==> config.mk <==
export PLATFORM = sky130hd
export DESIGN_NAME = jtag_tap_responder
export DESIGN_NICKNAME = d
export VERILOG_FILES = /design/src/rtl/jtag_tap_responder.sv
export SDC_FILE = /design/constraint.sdc
export NUM_CORES = 1
export LEC_CHECK = 0
export BUFFER_PORTS_ARGS = -buffer_cell sky130_fd_sc_hd__buf_2
export CAP_MARGIN = 20
export CORE_MARGIN = 10
export CORE_UTILIZATION = 55
export DETAILED_ROUTE_END_ITERATION = 10
export PLACE_DENSITY = 0.91
export SYNTH_ARGS = -nofsm -noshare
export SYNTH_HDL_FRONTEND = slang
export SYNTH_SLANG_ARGS = --single-unit
==> constraint.sdc <==
create_clock -name clock -period 2.7 [get_ports clock]
set_clock_uncertainty 0.1 [all_clocks]
set_input_delay 0.405 -clock clock [delete_from_list [all_inputs] [get_ports clock]]
set_output_delay 0.405 -clock clock [all_outputs]
set_load 0.03 [all_outputs]
==> src/rtl/jtag_tap_responder.sv <==
`default_nettype none
// ============================================================================
// Module   : jtag_tap_responder
// Purpose  : IEEE 1149.1 TAP controller with IDCODE, BYPASS and one 32-bit user
//            data register. JTAG pins are oversampled on the system clock.
// Config   : define JTAG_TAP_TRST_EN to let jtag_trst_ni force Test-Logic-Reset
// Revision : 1.0 - initial release
// ============================================================================
module jtag_tap_responder #(
  parameter logic [31:0] JTAG_ID = 32'h04F5484D,  // bit 0 must be 1
  parameter logic [4:0]  USER_IR = 5'h10
) (
  input  logic        clock,
  input  logic        reset_i,
  input  logic        jtag_tck_i,
  input  logic        jtag_tms_i,
  input  logic        jtag_tdi_i,
  input  logic        jtag_trst_ni,
  output logic        jtag_tdo_o,
  output logic        jtag_tdo_oe_o,
  output logic [4:0]  ir_o,
  output logic        dr_capture_o,
  input  logic [31:0] dr_rdata_i,
  output logic        dr_update_o,
  output logic [31:0] dr_wdata_o
);

  localparam logic [3:0] TLR     = 4'd0;
  localparam logic [3:0] RTI     = 4'd1;
  localparam logic [3:0] SEL_DR  = 4'd2;
  localparam logic [3:0] CAP_DR  = 4'd3;
  localparam logic [3:0] SH_DR   = 4'd4;
  localparam logic [3:0] EX1_DR  = 4'd5;
  localparam logic [3:0] PAU_DR  = 4'd6;
  localparam logic [3:0] EX2_DR  = 4'd7;
  localparam logic [3:0] UPD_DR  = 4'd8;
  localparam logic [3:0] SEL_IR  = 4'd9;
  localparam logic [3:0] CAP_IR  = 4'd10;
  localparam logic [3:0] SH_IR   = 4'd11;
  localparam logic [3:0] EX1_IR  = 4'd12;
  localparam logic [3:0] PAU_IR  = 4'd13;
  localparam logic [3:0] EX2_IR  = 4'd14;
  localparam logic [3:0] UPD_IR  = 4'd15;

  localparam logic [4:0] IR_IDCODE  = 5'h01;
  localparam logic [4:0] IR_CAPTURE = 5'b00001;

  logic       tck_meta, tck_sync, tck_prev;
  logic       tms_meta, tms_sync;
  logic       tdi_meta, tdi_sync;
  logic       trst_meta, trst_sync;
  logic       trst_force;
  logic       tck_rise, tck_fall;
  logic [3:0] state, state_next;
  logic [4:0] ir, ir_sr;
  logic [31:0] dr_sr;
  logic       bypass_sr;
  logic       tdo;
  logic       sel_id, sel_user, ir_path;

  // Two-flop synchronizers plus a third TCK copy for edge detection
  always_ff @(posedge clock) begin
    if (reset_i) begin
      tck_meta  <= 1'b0; tck_sync  <= 1'b0; tck_prev <= 1'b0;
      tms_meta  <= 1'b1; tms_sync  <= 1'b1;
      tdi_meta  <= 1'b0; tdi_sync  <= 1'b0;
      trst_meta <= 1'b1; trst_sync <= 1'b1;
    end else begin
      tck_meta  <= jtag_tck_i;   tck_sync  <= tck_meta;  tck_prev <= tck_sync;
      tms_meta  <= jtag_tms_i;   tms_sync  <= tms_meta;
      tdi_meta  <= jtag_tdi_i;   tdi_sync  <= tdi_meta;
      trst_meta <= jtag_trst_ni; trst_sync <= trst_meta;
    end
  end

`ifdef JTAG_TAP_TRST_EN
  assign trst_force = ~trst_sync;
`else
  // TRST pin is synchronized but has no effect in this build
  assign trst_force = 1'b0;
  logic trst_unused;
  assign trst_unused = trst_sync;
`endif

  // Reset and TRST both swallow any TCK edge seen in the same cycle
  assign tck_rise = tck_sync & ~tck_prev & ~reset_i & ~trst_force;
  assign tck_fall = ~tck_sync & tck_prev & ~reset_i & ~trst_force;

  assign sel_id   = (ir == IR_IDCODE);
  assign sel_user = (ir == USER_IR);
  assign ir_path  = (state == CAP_IR) || (state == SH_IR) || (state == EX1_IR) ||
                    (state == PAU_IR) || (state == EX2_IR) || (state == UPD_IR);

  // TAP state register
  always_ff @(posedge clock) begin
    if (reset_i) state <= TLR;
    else         state <= state_next;
  end

  // TAP next-state: advances only on a detected TCK rise, driven by TMS
  always_comb begin
    state_next = state;
    if (trst_force) begin
      state_next = TLR;
    end else if (tck_rise) begin
      case (state)
        TLR:     state_next = tms_sync ? TLR    : RTI;
        RTI:     state_next = tms_sync ? SEL_DR : RTI;
        SEL_DR:  state_next = tms_sync ? SEL_IR : CAP_DR;
        CAP_DR:  state_next = tms_sync ? EX1_DR : SH_DR;
        SH_DR:   state_next = tms_sync ? EX1_DR : SH_DR;
        EX1_DR:  state_next = tms_sync ? UPD_DR : PAU_DR;
        PAU_DR:  state_next = tms_sync ? EX2_DR : PAU_DR;
        EX2_DR:  state_next = tms_sync ? UPD_DR : SH_DR;
        UPD_DR:  state_next = tms_sync ? SEL_DR : RTI;
        SEL_IR:  state_next = tms_sync ? TLR    : CAP_IR;
        CAP_IR:  state_next = tms_sync ? EX1_IR : SH_IR;
        SH_IR:   state_next = tms_sync ? EX1_IR : SH_IR;
        EX1_IR:  state_next = tms_sync ? UPD_IR : PAU_IR;
        PAU_IR:  state_next = tms_sync ? EX2_IR : PAU_IR;
        EX2_IR:  state_next = tms_sync ? UPD_IR : SH_IR;
        UPD_IR:  state_next = tms_sync ? SEL_DR : RTI;
        default: state_next = TLR;
      endcase
    end
  end

  // TAP outputs decoded from the current state and the TCK rise strobe
  always_comb begin
    jtag_tdo_oe_o = (state == SH_DR) || (state == SH_IR);
    dr_capture_o  = tck_rise && (state == CAP_DR) && sel_user;
    dr_update_o   = tck_rise && (state == UPD_DR) && sel_user;
  end

  // Instruction/data registers: capture, shift and update on TCK rise; TDO on fall
  always_ff @(posedge clock) begin
    if (reset_i) begin
      ir        <= IR_IDCODE;
      ir_sr     <= 5'd0;
      dr_sr     <= 32'd0;
      bypass_sr <= 1'b0;
      tdo       <= 1'b0;
    end else if (trst_force) begin
      ir        <= IR_IDCODE;
    end else begin
      if (state == TLR) ir <= IR_IDCODE;
      if (tck_rise) begin
        case (state)
          CAP_IR: ir_sr <= IR_CAPTURE;
          SH_IR:  ir_sr <= {tdi_sync, ir_sr[4:1]};
          UPD_IR: ir    <= ir_sr;
          CAP_DR: begin
            if (sel_id)        dr_sr     <= JTAG_ID;
            else if (sel_user) dr_sr     <= dr_rdata_i;
            else               bypass_sr <= 1'b0;
          end
          SH_DR: begin
            if (sel_id || sel_user) dr_sr     <= {tdi_sync, dr_sr[31:1]};
            else                    bypass_sr <= tdi_sync;
          end
          default: ;
        endcase
      end
      if (tck_fall) begin
        if (ir_path)                 tdo <= ir_sr[0];
        else if (sel_id || sel_user) tdo <= dr_sr[0];
        else                         tdo <= bypass_sr;
      end
    end
  end

  assign jtag_tdo_o = tdo;
  assign ir_o       = ir;
  assign dr_wdata_o = dr_sr;

endmodule
`default_nettype wire

==> reports/metrics.cfg <==
[status]
status=completed

[worst_setup_path]
reg2reg_depth=4
endpoint_kind=output pin
crit_type=flip-flop to output pin
setup.worst_path.start=state[2]$_SDFFE_PP0P_
worst_setup_path_start_kind=flip-flop
cp.required_ps=2190
critPathSlowestCell=or4b_1
rr_endpoint=dr_wdata_o[12]$_SDFFE_PP0P_
critPathMaxFanout=11
crit_path_end=jtag_tdo_oe_o
cp_data_arrival_time_ps=1770
r2r-start=state[2]$_SDFFE_PP0P_
worstPathCellList=or4b_1 > o21ai_0 > buf_2
r2r_setup_slack_ps=460
slowest_delay_ps=570

[synth]
ys_types=50
syn_inst=286
ys.flop_type=dfxtp_1
ys_seq_area_frac=0.426
ys_ff_latch=55
syn-num-nets=324
async_flop_share=0
syn_avg_cell_area_um2=9.04
synth_warnings=0
synthesis.area_um2=2590
synth-edff-count=0

[placement]
dpl_cell_area_um2=2990
dp_slack_ps=452
place_congestion=0.806
io_buffer_count=77
place_inst=396
dp_hpwl_um=5080

[routing]
top_layer=met4
drtAntennaViolNets=0
vias_per_cell=6.12
initialDrtViolationCount=250
drtPass1Iterations=5
wire_per_inst_um=17.4
dr_wl_met3_um=578
drt-total-wl_um=7020
routed-via-count=2471
met1_length_um=2770
drc=0
met2_length_um=3560

[clock_tree]
h-tree-depth=2
ctsHoldBuffers=0
clkTransAtPathRegs_ps=100
ctsLongestPathBuffers=2
numCtsBuffers=5
root_buffer=clkbuf_8
cts_resized=0
clk-insertion-delay-late_ps=300
cts_tree=done
postCtsSetupBuffers=0
clock-sinks=55

[floorplanning]
die_area_um2=7840
rows=24
core_area_um2=4440
die_w_um=88.6
die_h_um=88.6
ios=79
start_util=0.582

[timing]
drv_slew=0
setup_slack_ps=428
report.final.hold_viol_count=0
fin_crit_sh=0.842
setup_viol=0
fin_crit_ps=2270
fmax_ghz=0.440
fin_setup_tns_ps=0
max_slew.worst_pin.slew_ps=869
rsz0062_at_grt=no
slew_headroom=0.421

[cells_and_area]
fill_cells=343
drive_gt1_frac=0.318
final_cell_mix=77 x buf_2, 55 x dfxtp_1, 41 x a21oi_1
final_common_cell=buf_2
finalNonFillerCells=404
seq_area_um2=1100
area_growth_pct=19.4
multiInputGateArea_um2=1340
nets=389
final_area_um2=3090
diodes=0

[pwr]
total_power_mw=1.35
cellLeakagePower_nw=1.28
max-vdd-ir-drop_mv=0.340
p_per_area_nw_per_um2=438

[grt]
grt_pass1_vias=2303
grt_start_max_net_pins=50
antenna_found_initial=0
grtUsageTotal=0.173
overflow=0
grt_first_pass_wirelength_um=11100

[worst_hold_path]
hp-class=input pin to flip-flop

[flow_run]
drv_cap=0

worst min path at each step:
stage	start	endpoint	slack, ps	depth (start not counted)
6_report	jtag_tms_i	tms_meta$_SDFF_PP1_	180	2
5_1_grt	jtag_tms_i	tms_meta$_SDFF_PP1_	170	2
4_1_cts	jtag_tms_i	tms_meta$_SDFF_PP1_	170	2
2_1_floorplan	tms_meta$_SDFF_PP1_	tms_sync$_SDFF_PP1_	290	1
3_3_place_gp	tms_meta$_SDFF_PP1_	tms_sync$_SDFF_PP1_	300	1
3_5_place_dp	tms_meta$_SDFF_PP1_	tms_sync$_SDFF_PP1_	300	1
Yosys cell counts, types with 3 or more instances:
library cell,n,area share
nor2_1,3,0.0044
a221oi_2,9,0.052
nand3_1,4,0.0077
clkbuf_1,16,0.023
buf_2,9,0.017
nor3_1,5,0.0097
nor3b_1,5,0.015
o221ai_1,13,0.044
a221oi_1,11,0.037
o21ai_0,8,0.015
nand2_1,26,0.038
a21oi_1,41,0.079
nor2b_1,8,0.019
nor4_1,3,0.0073
inv_1,6,0.0087
dfxtp_1,55,0.43
nand2b_1,23,0.056
a22o_1,4,0.014
cell families after synthesis:
logic type      synth area share
compound gates             0.300
mux                      0.00774
flops                      0.426
buf+inv                   0.0624
simple gates               0.201
xor+xnor                 0.00339
state kept, by name (all words and copies together), names as in the netlist, 4 cells and up:
register and cells:
dr_wdata_o 32, ir_o 5, state 4, ir_sr 5
final cells by class:
type                       instances  share of cell area
inverter                           6             0.00729
multi-input combinational        196               0.434
clock inverter                     2             0.00527
clock buffer                       6              0.0267
tap                               52              0.0211
sequential                        55               0.356
timing repair buffer              87               0.149
through the flow:
stage	util	hold WS, ps
final	0.695	181
after global routing	0.695	173
after CTS	0.695	173
after detailed placement	0.673	298
after global placement	0.673	298
after floorplan	-	289
routing by layer:
metal  global-route usage  up-vias
met1                0.205     1149
met5                    0        -
met4               0.0558        0
li1                     -     1201
met3               0.0450       12
met2                0.299      109
power breakdown:
group | leakage, nW | total (mW) | switching [mW] | internal (mW)
combinational | 0.787 | 0.0627 | 0.0301 | 0.0326
clock | 0.0474 | 0.471 | 0.261 | 0.210
sequential | 0.444 | 0.820 | 0.00479 | 0.816
critical path, delay by kind of cell (launching register included):
family / cells / cell delay, ps
and+or+nand+nor: 1 / 570
buffers and inverters: 1 / 230
AOI/OAI and AO/OA: 1 / 140
DFF: 1 / 520
Power figures use the tool's default switching activity.
